**config.mk**
```make
export PLATFORM = sky130hd
export DESIGN_NAME = fetch_stage
export DESIGN_NICKNAME = d
export VERILOG_FILES = /design/src/rtl/fetch_stage.sv
export SDC_FILE = /design/constraint.sdc
export NUM_CORES = 1
export LEC_CHECK = 0
export BUFFER_PORTS_ARGS = -buffer_cell sky130_fd_sc_hd__buf_4
export CORE_MARGIN = 5
export CORE_UTILIZATION = 54
export DETAILED_ROUTE_END_ITERATION = 16
export PLACE_DENSITY = 0.75
export SLEW_MARGIN = 40
export SYNTH_ARGS = -nofsm -noshare
export SYNTH_HDL_FRONTEND = slang
export SYNTH_SLANG_ARGS = --single-unit
```
**constraint.sdc**
```tcl
create_clock -name clk -period 6.64 [get_ports clk]
set_input_delay 1.328 -clock clk [delete_from_list [all_inputs] [get_ports clk]]
set_output_delay 1.328 -clock clk [all_outputs]
set_load 0.05 [all_outputs]
```
**src/rtl/fetch_stage.sv**
```systemverilog
// Instruction fetch stage: issues one outstanding request at a time to
// instruction memory, buffers returned words in a small FIFO together with
// their addresses, and flushes everything on a control-flow redirect.
module fetch_stage #(
   parameter int              PC_W     = 9,
   parameter int              INS_W    = 32,
   parameter int              DEPTH    = 4,
   parameter logic [PC_W-1:0] RESET_PC = '0
) (
   input  logic             clk,
   input  logic             reset,
   output logic             imem_req,
   output logic [PC_W-1:0]  imem_addr,
   input  logic             imem_ack,
   input  logic [INS_W-1:0] imem_rdata,
   input  logic             redirect,
   input  logic [PC_W-1:0]  redirect_pc,
   output logic             out_valid,
   input  logic             out_ready,
   output logic [INS_W-1:0] out_instr,
   output logic [PC_W-1:0]  out_pc
);

   localparam int AW = $clog2(DEPTH);
   localparam logic [AW:0] FULL = DEPTH[AW:0];

   localparam logic [1:0] S_IDLE = 2'd0;
   localparam logic [1:0] S_REQ  = 2'd1;
   localparam logic [1:0] S_DROP = 2'd2;

   logic [1:0]      r_state;
   logic [PC_W-1:0] r_fetch_pc;
   logic [PC_W-1:0] r_drop_addr;   // address of the abandoned request while draining it
   logic [AW:0]     r_count;
   logic [AW-1:0]   r_wptr;
   logic [AW-1:0]   r_rptr;

   logic [PC_W-1:0]  r_buf_pc    [DEPTH];
   logic [INS_W-1:0] r_buf_instr [DEPTH];

   logic        w_push;
   logic        w_pop;
   logic [AW:0] w_count_next;

   assign w_pop        = (r_count != '0) && out_ready;
   assign w_push       = (r_state == S_REQ) && imem_ack && !redirect;
   assign w_count_next = r_count + {{AW{1'b0}}, w_push} - {{AW{1'b0}}, w_pop};

   assign imem_req  = (r_state == S_REQ) || (r_state == S_DROP);
   // While draining, the old address must stay on the bus even though
   // fetch_pc already points at the redirect target.
   assign imem_addr = (r_state == S_DROP) ? r_drop_addr : r_fetch_pc;
   assign out_valid = (r_count != '0);
   assign out_instr = out_valid ? r_buf_instr[r_rptr] : '0;
   assign out_pc    = out_valid ? r_buf_pc[r_rptr]    : '0;

   // Request FSM and fetch address tracking
   always_ff @(posedge clk or posedge reset) begin
      if (reset) begin
         r_state     <= S_IDLE;
         r_fetch_pc  <= RESET_PC;
         r_drop_addr <= RESET_PC;
      end else begin
         case (r_state)
            S_IDLE: begin
               if (redirect)
                  r_fetch_pc <= redirect_pc;
               else if (r_count < FULL)
                  r_state <= S_REQ;
            end
            S_REQ: begin
               if (redirect) begin
                  r_fetch_pc <= redirect_pc;
                  if (imem_ack) begin
                     r_state <= S_IDLE;
                  end else begin
                     r_state     <= S_DROP;
                     r_drop_addr <= r_fetch_pc;
                  end
               end else if (imem_ack) begin
                  r_fetch_pc <= r_fetch_pc + PC_W'(4);
                  if (w_count_next >= FULL)
                     r_state <= S_IDLE;
               end
            end
            S_DROP: begin
               if (redirect)
                  r_fetch_pc <= redirect_pc;
               if (imem_ack)
                  r_state <= S_IDLE;
            end
            default: r_state <= S_IDLE;
         endcase
      end
   end

   // Buffer occupancy and pointers; a redirect empties the buffer outright
   always_ff @(posedge clk or posedge reset) begin
      if (reset) begin
         r_count <= '0;
         r_wptr  <= '0;
         r_rptr  <= '0;
      end else if (redirect) begin
         r_count <= '0;
         r_wptr  <= '0;
         r_rptr  <= '0;
      end else begin
         r_count <= w_count_next;
         if (w_push)
            r_wptr <= r_wptr + AW'(1);
         if (w_pop)
            r_rptr <= r_rptr + AW'(1);
      end
   end

   // Buffer storage; contents need no reset because reads are gated by count
   always_ff @(posedge clk) begin
      if (w_push) begin
         r_buf_pc[r_wptr]    <= r_fetch_pc;
         r_buf_instr[r_wptr] <= imem_rdata;
      end
   end

endmodule

```
* Word-level counts from Yosys, hierarchy flattened *
Memories as Yosys holds them, arrays and structs flattened.
Index checks and enable logic that the tools add are counted.
W data, S select, Z words.

operators by class
  $add $sub $neg = 5
  order comparisons = 2
  eq/ne operators = 8
  multiplexer cells = 22
  bitwise operators = 1
  reduce and logical (&&, ||, !) cells = 14

operators by type and width
  cell                   number
  $mux W9                5
  $mux W32               1
  $mux W2                11
  $pmux W9 S2            1
  $add A9 B3 Y9 const B  1
  $ne A2 B2 Y1 const B   3
  $pmux W2 S3            1
  $reduce_and A3 Y1      2
  $reduce_bool A2 Y1     3
  $reduce_and A5 Y1      1
  $add A2 B1 Y2 const B  2
  $add A3 B1 Y3          1
  $ge A3 B3 Y1 const B   1
  $logic_and A1 B1 Y1    3
  $lt A3 B3 Y1 const B   1
  $mux W3                1
  $ne A3 B2 Y1 const B   1
  $ne A3 B3 Y1 const B   1
  $reduce_bool A3 Y1     1
  $sub A3 B1 Y3          1
  $eq A2 B1 Y1 const B   1
  $eq A2 B2 Y1 const B   1
  $logic_not A2 Y1       1
  $mux W1                2
  5 further kinds        5

storage, ports and cells
  bits in registers = 27
  RAM bits = 164
  output and inout bits = 52
  word-level logic and storage cells = 60
  memories kept = 2

memories
  name         depth  bits a word  rd ports  clocked after memory_dff  write ports  line  source
  r_buf_instr  4      32           1         0                         1            39    logic [INS_W-1:0] r_buf_instr [DEPTH];
  r_buf_pc     4      9            1         0                         1            38    logic [PC_W-1:0] r_buf_pc [DEPTH];

* Depth between registers and ports, before layout *
  depth in word-level cells = 10
  mapped depth = 13

* Worst setup path before layout *
Ideal clock, no wire load.

  path type = input to register
  from = in redirect
  to = reg r_state[0]
  library setup time = 0.128 ns
  data arrival time = 3.279 ns
  data required time = 6.512 ns
  path slack = 3.233 ns
  stages on the path = 11
  path buffers = 0
  cells stage by stage = and2b_4 -> nand2_1 -> ha_1 -> inv_1 -> ha_1 -> inv_1 -> fa_1 -> xnor2_1 -> xnor2_1 -> o221ai_2 -> mux2_1

between the ends
  word-level cells in the longest chain between the ends = 7

ends and longest elaborated chain
  element                      line  source
  start: declaration           16    input logic redirect,
  $logic_not A1 Y1             46    assign w_push = (r_state == S_REQ) && imem_ack && !redirect;
  $logic_and A1 B1 Y1          46
  $add A3 B1 Y3                47    assign w_count_next = r_count + {{AW{1'b0}}, w_push} - {{AW{1'b0}}, w_pop};
  $sub A3 B1 Y3                47
  $ge A3 B3 Y1                 82    if (w_count_next >= FULL)
  $ne A3 B2 Y1 (no line)       -
  $reduce_and A5 Y1 (no line)  -
  end signal: assignment       83    r_state <= S_IDLE;
  end signal: assignment       90    r_state <= S_IDLE;
  end signal: assignment       92    default: r_state <= S_IDLE;
  end: declaration             31    logic [1:0] r_state;

Several ways; a longest one is shown, not always the timed one.
A chain may end at the register's enable or synchronous reset.

* Worst setup path after layout *
  from = reg r_rptr[0]
  to = out out_pc[8]

between the ends
  word-level cells in the longest chain between the ends = 2

ends and longest elaborated chain
  element                   line  source
  start: declaration        36    logic [AW-1:0] r_rptr;
  start signal: assignment  112   r_rptr <= r_rptr + AW'(1);
  $mem_v2 Z4 W9             -
  $mux W9                   55    assign out_pc = out_valid ? r_buf_pc[r_rptr] : '0;
  end: declaration          21    output logic [PC_W-1:0] out_pc

Every way passes these cells.

==> impl_metrics.json <==
{
  "multiInputGateArea_mm2": 0.00203,
  "grt_remaining_overflow": 0,
  "numPortBuffers": 97,
  "critPathMaxFanout": 27,
  "grt_use_met3_pct": 3.93,
  "syn_area_per_cell_um2": 19.2,
  "synth_ff_type": "edfxtp_1",
  "leakage_nw": 3.26,
  "layout.nets": 566,
  "antenna_cells": 0,
  "rows": 44,
  "reg2reg_from": "r_count[1]",
  "relSlewSlack_pct": 52.1,
  "grt_pass1_vias": 4110,
  "hp-start": "r_drop_addr[1]",
  "maxClockFrequency_mhz": 249,
  "cts_resized": 0,
  "areaGrowthSynthToFinish_pct": 18.3,
  "r2r_slack_ps": 3160,
  "path_class": "register to output port",
  "cts_setup_buffers": 0,
  "syn_inst": 407,
  "syn_nets": 464,
  "ant_nets": 0,
  "yosysWarningCount": 0,
  "ys_seq_area_share_pct": 71.8,
  "ir_drop_uv": 356,
  "top_usage_layer": "met2",
  "first_iter_violations": 289,
  "clockPowerShare_pct": 22.4,
  "outcome": "completed",
  "synth_edf_count": 164,
  "dieWidth_um": 130,
  "final_common_cell": "edfxtp_1",
  "clockBufferDepth": 2,
  "worstPathRequired_ps": 5310,
  "clk_pin_slew_worst_paths_ps": 60,
  "reg2regPathDepth": 12,
  "netlist-cell-type-count": 40,
  "setup_tns_ps": 0,
  "netSwitchingPower_w": 0.00160,
  "tightest_slew_ps": 715,
  "clk_latency_ps": 420,
  "die_h_um": 130,
  "cp-end-kind": "output port",
  "fin_total_pwr_w": 0.00426,
  "power_density_mw_per_mm2": 462,
  "initial_core_util_pct": 54.3,
  "dr.pass1.iters": 4,
  "timing.rr.end": "r_state[0]",
  "grt_first_pass_wirelength_mm": 21.7,
  "drt-vias-per-instance": 5.52,
  "cts_root_buffer": "clkbuf_16",
  "slew_viol_final": 0,
  "layout_common_cells": "edfxtp_1 (164), buf_4 (103), and2_1 (42)",
  "cap_violations": 0,
  "io_pins": 98,
  "p_comb_share_pct": 39.6,
  "rsz0062_at_grt": "false",
  "netlist_area_mm2": 0.00780,
  "drc": 0,
  "dpl.hpwl_mm": 8.66,
  "postSynth.asyncResetShare_pct": 14.1,
  "nFillCells": 980,
  "clkSinkCount": 191,
  "area.sequential_mm2": 0.00561,
  "setup_violations": 0,
  "core_mm2": 0.0144,
  "gr-usage-all-layers_pct": 17.3,
  "clock-skew-final_ps": 6.00,
  "swShare_pct": 37.6,
  "synth_seq_cells": 191,
  "wl_mm": 14.0,
  "cts_tree": "done",
  "hold_violations": 0,
  "hold_depth": 1,
  "cts_buffers": 17,
  "met1_usage_pct": 22.3,
  "critPathLaunchType": "register",
  "arrival_ps": 2680,
  "pwr-share-seq_pct": 38.0,
  "intPower_w": 0.00266,
  "grt_max_degree": 43,
  "min_to": "r_drop_addr[1]",
  "gp_congestion": 0.757,
  "antenna_found_initial": 0,
  "cts-hold-fix-buffers": 0,
  "hp-class": "register to register",
  "cts_htree_levels": 4,
  "fin_crit_ps": 4010,
  "grtUsageMet2_pct": 29.0,
  "drive_gt1_share_pct": 37.6,
  "wl_per_cell_um": 19.9,
  "min_period_over_period_pct": 60.4,
  "dieArea_mm2": 0.0169,
  "route.vias.total": 3889
}
cell usage after synthesis (all sizes together), types with 3 or more instances:
library cell / instances / share of area [%]
clkbuf: 6 / 0.29
nor2: 11 / 0.69
and3: 6 / 0.48
and2: 42 / 3.4
edfxtp: 164 / 63
buf: 14 / 1.5
nand2: 10 / 0.48
ha: 10 / 1.6
nand3: 7 / 0.45
inv: 9 / 0.43
nor3: 4 / 0.32
xnor2: 4 / 0.45
mux4: 41 / 12
dfrtp: 27 / 8.7
a2bb2oi: 5 / 0.56
a211oi: 3 / 0.29
o21ai: 7 / 0.45
mux2: 20 / 2.9
registers in the layout, summed over array words and instances, names as in the netlist:
signal,count
r_buf_instr,128
r_rptr,2
r_fetch_pc,9
r_buf_pc,36
r_drop_addr,9
r_count,3
r_wptr,2
r_state,2
critical path, stage by stage (launching register included):
cell,delay [ps]
dfrtp_2,720
buf_4,570
mux4_2,570
and2_1,190
buf_4,190
routing by layer:
layer	vias to the layer above	routed length, µm
li1	1793	-
met1	1990	5930
met2	89	7140
met3	17	735
met4	0	215
met5	-	0
power groups by stage:
| stage | clock network, W | logic [W] | registers (W) |
|---|---|---|---|
| 2_1_floorplan | 0 | 0.00134 | 0.00156 |
| 3_3_place_gp | 0 | 0.00169 | 0.00163 |
| 3_5_place_dp | 0 | 0.00171 | 0.00165 |
| 4_1_cts | 0.000973 | 0.00171 | 0.00162 |
| 5_1_grt | 0.00102 | 0.00180 | 0.00164 |
| 6_report | 0.000952 | 0.00169 | 0.00162 |
logic make-up after synthesis:
group | synth area share [%]
compound gates | 2.02
buf+inv | 2.21
mux | 14.9
flops | 71.8
fa+ha+maj | 1.86
simple gates | 6.60
xor+xnor | 0.562
cell type report:
type,count,area share [%]
Sequential cell,191,60.8
Multi-Input combinational cell,187,22.0
Timing Repair Buffer,103,8.38
Clock buffer,18,4.65
Tap cell,184,2.50
Clock inverter,13,1.34
Inverter,9,0.366
how the worst max path moves through the flow:
stage                     slack [ps]       from         end  cells after the start
after floorplan                 3230   redirect  r_state[0]                     11
after global placement          2970   redirect  r_state[0]                     12
after detailed placement        2900   redirect  r_state[0]                     12
after CTS                       2520  r_rptr[0]   out_pc[8]                      4
after global routing            2380  r_rptr[0]   out_pc[8]                      4
final                           2630  r_rptr[0]   out_pc[8]                      4
per-stage QoR:
stage | util [%] | std cells | hold WS, ps | setup slack [ps] | instance area (µm²)
floorplan | - | 407 | 455 | 3230 | 7800
global placement | 60.3 | 674 | 468 | 2970 | 8670
detailed placement | 60.3 | 674 | 479 | 2900 | 8670
CTS | 64.2 | 705 | 493 | 2520 | 9220
global route | 64.2 | 705 | 512 | 2380 | 9220
finish | 64.2 | 705 | 493 | 2630 | 9220
Power figures use the tool's default switching activity.
